==> src/rtl/obstacle_motion_ctrl.sv <==
// Per-frame obstacle motion/animation sequencer writing x0, y0 and ctrl into a sprite core slot.
// Define OBSTACLE_AUTO_HIDE_EN to add bypass writes that hide/show the sprite around enable.
module obstacle_motion_ctrl #(
    parameter int unsigned SCREEN_W = 640,
    parameter int unsigned V_TRIG   = 480,
    parameter int unsigned ANIM_DIV = 8,
    parameter int unsigned SPEED_W  = 4
) (
    input  logic               clk,
    input  logic               reset,
    input  logic [10:0]        x_i,
    input  logic [10:0]        y_i,
    input  logic               enable_i,
    input  logic [SPEED_W-1:0] speed_i,
    input  logic [10:0]        y_lane_i,
    input  logic               cpu_cs_i,
    input  logic               cpu_write_i,
    input  logic [13:0]        cpu_addr_i,
    input  logic [31:0]        cpu_wr_data_i,
    output logic               cs_o,
    output logic               write_o,
    output logic [13:0]        addr_o,
    output logic [31:0]        wr_data_o,
    output logic [10:0]        obs_x_o,
    output logic               wrap_pulse_o,
    output logic               busy_o
);

    localparam logic [10:0]     XReload = 11'(SCREEN_W - 1);
    localparam int unsigned     CntW    = (ANIM_DIV > 1) ? $clog2(ANIM_DIV) : 1;
    localparam logic [CntW-1:0] CntLast = CntW'(ANIM_DIV - 1);

    typedef enum logic [2:0] {
        StIdle, StCalc, StWrX0, StWrY0, StWrCtrl, StWrByp
    } state_e;

    state_e          state_q;
    logic [10:0]     pos_q;
    logic [1:0]      anim_q;
    logic [CntW-1:0] frame_cnt_q;
    logic            pending_q;

`ifdef OBSTACLE_AUTO_HIDE_EN
    logic enable_q;
    logic hide_req_q;
    logic byp_val_q;
`endif

    logic        tick;
    logic        grant;
    logic        start;
    logic        wrap;
    logic [10:0] speed_ext;

    assign tick      = (x_i == 11'd0) && (y_i == 11'(V_TRIG));
    assign grant     = !cpu_cs_i;
    assign start     = (tick || pending_q) && enable_i;
    assign speed_ext = 11'(speed_i);
    assign wrap      = (state_q == StCalc) && (pos_q < speed_ext);

    always_ff @(posedge clk) begin
        if (reset) begin
            state_q     <= StIdle;
            pos_q       <= XReload;
            anim_q      <= 2'd0;
            frame_cnt_q <= '0;
            pending_q   <= 1'b0;
`ifdef OBSTACLE_AUTO_HIDE_EN
            enable_q    <= 1'b0;
            hide_req_q  <= 1'b0;
            byp_val_q   <= 1'b0;
`endif
        end else begin
            if (tick && state_q != StIdle) begin
                pending_q <= 1'b1;
            end
`ifdef OBSTACLE_AUTO_HIDE_EN
            enable_q <= enable_i;
            if (enable_q && !enable_i) begin
                hide_req_q <= 1'b1;
            end
`endif
            case (state_q)
                StIdle: begin
`ifdef OBSTACLE_AUTO_HIDE_EN
                    // A queued hide runs before any new motion sequence.
                    if (hide_req_q) begin
                        hide_req_q <= 1'b0;
                        byp_val_q  <= 1'b1;
                        state_q    <= StWrByp;
                    end else
`endif
                    if (start) begin
                        pending_q <= 1'b0;
                        state_q   <= StCalc;
                    end
                end
                StCalc: begin
                    pos_q <= wrap ? XReload : pos_q - speed_ext;
                    if (frame_cnt_q == CntLast) begin
                        frame_cnt_q <= '0;
                        anim_q      <= anim_q + 2'd1;
                    end else begin
                        frame_cnt_q <= frame_cnt_q + CntW'(1);
                    end
                    state_q <= StWrX0;
                end
                StWrX0:   if (grant) state_q <= StWrY0;
                StWrY0:   if (grant) state_q <= StWrCtrl;
                StWrCtrl: begin
                    if (grant) begin
`ifdef OBSTACLE_AUTO_HIDE_EN
                        byp_val_q <= 1'b0;
                        state_q   <= StWrByp;
`else
                        state_q   <= StIdle;
`endif
                    end
                end
                StWrByp:  if (grant) state_q <= StIdle;
                default:  state_q <= StIdle;
            endcase
        end
    end

    logic        ctrl_cs;
    logic [13:0] ctrl_addr;
    logic [31:0] ctrl_data;

    always_comb begin
        ctrl_cs   = 1'b0;
        ctrl_addr = 14'h0000;
        ctrl_data = 32'h0;
        case (state_q)
            StWrX0: begin
                ctrl_cs   = 1'b1;
                ctrl_addr = 14'h2001;
                ctrl_data = {21'b0, pos_q};
            end
            StWrY0: begin
                ctrl_cs   = 1'b1;
                ctrl_addr = 14'h2002;
                ctrl_data = {21'b0, y_lane_i};
            end
            StWrCtrl: begin
                ctrl_cs   = 1'b1;
                ctrl_addr = 14'h2003;
                ctrl_data = {27'b0, 3'b001, anim_q};
            end
`ifdef OBSTACLE_AUTO_HIDE_EN
            StWrByp: begin
                ctrl_cs   = 1'b1;
                ctrl_addr = 14'h2000;
                ctrl_data = {31'b0, byp_val_q};
            end
`endif
            default: ;
        endcase
    end

    // CPU owns the bus whenever it selects; the controller simply holds its state.
    always_comb begin
        if (cpu_cs_i) begin
            cs_o      = cpu_cs_i;
            write_o   = cpu_write_i;
            addr_o    = cpu_addr_i;
            wr_data_o = cpu_wr_data_i;
        end else begin
            cs_o      = ctrl_cs;
            write_o   = ctrl_cs;
            addr_o    = ctrl_addr;
            wr_data_o = ctrl_data;
        end
    end

    assign obs_x_o      = pos_q;
    assign wrap_pulse_o = wrap;
    assign busy_o       = (state_q != StIdle);

endmodule

==> config.mk <==
export PLATFORM = sky130hd
export DESIGN_NAME = obstacle_motion_ctrl
export DESIGN_NICKNAME = d
export VERILOG_FILES = /design/src/rtl/obstacle_motion_ctrl.sv
export SDC_FILE = /design/constraint.sdc
export NUM_CORES = 1
export LEC_CHECK = 0
export CORE_ASPECT_RATIO = 0.9
export CORE_MARGIN = 10
export CORE_UTILIZATION = 32
export DETAILED_ROUTE_END_ITERATION = 12
export GPL_TIMING_DRIVEN = 0
export PLACE_DENSITY = 0.82
export SLEW_MARGIN = 5
export SYNTH_ARGS = -nofsm -noshare
export SYNTH_HDL_FRONTEND = slang
export SYNTH_SLANG_ARGS = --single-unit
==> constraint.sdc <==
create_clock -name clk -period 2.5 [get_ports clk]
set_clock_uncertainty 0.05 [all_clocks]
set_input_delay 0.5 -clock clk [delete_from_list [all_inputs] [get_ports clk]]
set_output_delay 0.5 -clock clk [all_outputs]
set_load 0.05 [all_outputs]
==> impl_results.md <==
- Status: finished, violations left
- Violated checks: negative setup slack
- Placed Cells: approximately 430
- Setup TNS Final: -24.96 ps
- Syn nets: 311
- Hold path start: frame_cnt_q[1]$_SDFFE_PP0P_
- Cts hold-fix bufs: 0
- DP Wirelength: 6582 um
- Crit path max fanout: 3
- Wire per inst: 18.26 um
- Area share of the largest cell type after synthesis: 0.2369
- Arr. time, crit path: between 1500 and 2000 ps
- Post-layout power: approximately 1.1 mW
- Via count: 2241
- Synthesized cell area: around 1700 sq um
- Worst slew margin relative to its limit: 0.6501
- CTS Buf Count: 3
- Synth-to-Final Area Change: 100.4%
- Slew at the pin closest to its max-slew limit: around 520 ps
- Total gr overflow: 0
- Final worst path period share: 1.010
- Min setup slack post-route: -24.96 ps
- Antenna violations before repair: 0
- Core ar.: 5192 sq um
- Row count: 25
- Start point of the critical path: speed_i[2]
- Die area: between 8000 and 9000 sq um
- Clock latency on the worst-skew pair: 260 ps
- Max-cap violations: 0
- Worst Hold Class: reg -> reg
- Vias in the first global route: 2107
- Antenna Cells: 0
- First-pass GRT wire length: 12010 um
- Clock Root Buffer: clkbuf_8
- Synth Instances: about 220
- Initial core utilization: 0.3255
- Finished Cell Area: roughly 3400 sq um
- Worst Path Required: 1950 ps
- Min Tclk post-route: 2525 ps
- Post-Place Setup Slack: -1180 ps
- Async set or reset register ratio after synthesis: 0
- Setup crit start kind: input pin
- Yosys cell types: 55
- Clk buf depth: 2
- Largest net degree at the start of global routing: 13
- Clk sink count: 20
- Clk slew on worst S/H paths: 80 ps
- Kind of end point of the critical path: output port
- Number of hold violations in the final report: 0
- Layout Cells excl Fill: 439
- Drt first pass iters: 4
- Kind of critical path: in -> out
- Final Slew Violations: 0
- Placed inst area: around 3200 sq um
- Die Wd: 96.61 um
- Pwr/cell area: roughly 320 nW/um^2
- Lkg Pwr: roughly 1.4 nW
- I/O Buffers: 146
- Share of layout cells above drive strength 1: 0.1559
- EDFF count, synth: 0
- Gr usage total: 0.1691
- Final setup violation count: 1
- YS warnings: 0
- Ys flop type: dfxtp_1
- Residual DRC count: 0
- Fmax: 396.0 MHz
- Unrepaired setup endpoints after global routing: true
- Final ANT Viol Nets: 0
- RePlAce Congestion: about 0.85
- CTS tree: done
- Final wirelength: 8015 um
- Reg2reg start: obs_x_o[0]$_SDFFE_PP1P_
- VDD IR max: a little under 0.2 mV
- Nets: 468
- Seq cells post-synth: 20
- CTS H-tree depth: 1
- Post-synthesis sequential area ratio: 0.2369
- Via-to-Cell Ratio: 5.105
- Avg Cell Area, Syn: 7.826 sq um
- DIE HEIGHT: 88.95 um
- Synth area leaders: dfxtp_1 24%, and2_1 12%, mux2i_1 5.3%
- DRT iter0 DRCs: 96
- Yosys top cell by area: dfxtp_1
- Ports: 149
[timing repair]
item | CTS | global route
pin swaps | 1 | 5
gates resized for setup | 94 | 41
endpoints found under the setup margin | 49 | 21
hold endpoints to repair | 0 | 0
buffers inserted | 1 | 5
[layout by cell type (no fill, tap or decap), types with 2 or more instances in the layout]
cell,synthesis,routed
a31oi_1,2,2
o21ai_1,1,8
dfxtp_1,20,20
clkbuf_2,0,6
xnor2_1,3,3
nor4_1,4,4
clkbuf_8,0,3
buf_2,2,8
o21a_1,2,2
o311a_1,2,2
clkbuf_1,9,8
o21ai_0,11,4
o31ai_1,4,4
a22oi_1,2,2
buf_4,1,7
a2bb2oi_1,2,2
ha_1,6,3
or4_1,3,3
clkdlybuf4s15_2,0,8
o32a_1,3,3
nand2_1,23,23
dlymetal6s2s_1,0,2
clkdlybuf4s15_1,0,2
dlygate4sd2_1,0,27
mux2i_1,9,9
nor3_1,5,5
nor2b_4,0,3
and2_1,33,33
clkdlybuf4s50_1,0,95
nand3_1,2,2
ha_4,0,2
inv_1,10,9
xor2_1,3,3
nor2_1,14,12
a21oi_1,8,8
[kinds of logic (layout without fill, tap and decap cells)]
logic type | count (synthesis) | after routing | synth area share
compound gates | 50 | 50 | 0.2206
xor+xnor | 6 | 6 | 0.03109
fa+ha+maj | 7 | 7 | 0.05625
buf+inv | 23 | 179 | 0.05922
flops | 20 | 20 | 0.2369
mux | 10 | 10 | 0.05996
simple gates | 100 | 100 | 0.3361
[worst max-delay path: stages]
cell and delay (ps):
clkdlybuf4s50_1 450, inv_1 60, ha_4 250, or2_4 250
o311ai_4 90, and3_4 240, buf_8 140
[state kept, by name, indices dropped and copies added (netlist names)]
register	count
anim_q	2
pending_q	1
frame_cnt_q	3
state_q	3
obs_x_o	11
[metal layers]
layer | vias to the layer above | routed length (um) | track usage
met4 | 0 | 78 | 0.03614
met3 | 7 | 558 | 0.03323
met2 | 103 | 4032 | 0.3040
met5 | - | 0 | 0
met1 | 1043 | 3346 | 0.2052
li1 | 1088 | - | -
[cell usage after synthesis (all sizes together) (4+ instances only)]
| library cell | number |
|---|---|
| a21oi | 8 |
| and2 | 33 |
| buf | 4 |
| clkbuf | 9 |
| dfxtp | 20 |
| ha | 6 |
| inv | 10 |
| mux2i | 9 |
| nand2 | 23 |
| nor2 | 14 |
| nor3 | 5 |
| nor4 | 4 |
| o21ai | 12 |
| o31ai | 4 |
[power by group]
group          internal (mW)  switching (mW)  leakage [nW]  total, mW
logic                  0.198           0.243          1.23      0.441
registers              0.318     0.000000110         0.161      0.318
clock network          0.214           0.110        0.0357      0.324
[stage by stage]
step / hold WS (ps) / utilization
final: 419.8 / 0.6523
after global placement: 397.2 / 0.6234
after CTS: 422.1 / 0.6395
after detailed placement: 411.5 / 0.6234
after global routing: 457.4 / 0.6523
after floorplan: 390.0 / -
[final timing paths]
kind	to	slack (ps)	cells after the start
worst min-delay path	frame_cnt_q[1]$_SDFFE_PP0P_	420	2
worst max register to register	obs_x_o[8]$_SDFFE_PP0P_	350	8
worst min register to register	frame_cnt_q[1]$_SDFFE_PP0P_	420	2
worst max-delay path	wrap_pulse_o	-20	7
[layout make-up]
| class | instances | area [sq um] |
|---|---|---|
| tap | 67 | 83.83 |
| sequential | 20 | 400.4 |
| buffer | 13 | 63.81 |
| clock buffer | 3 | 41.29 |
| inverter | 10 | 37.54 |
| timing repair buffer | 152 | 1438 |
| clock inverter | 1 | 30.03 |
| fill | 483 | 1805 |
| multi-input combinational | 173 | 1292 |
(Power assumes the default switching activity.)
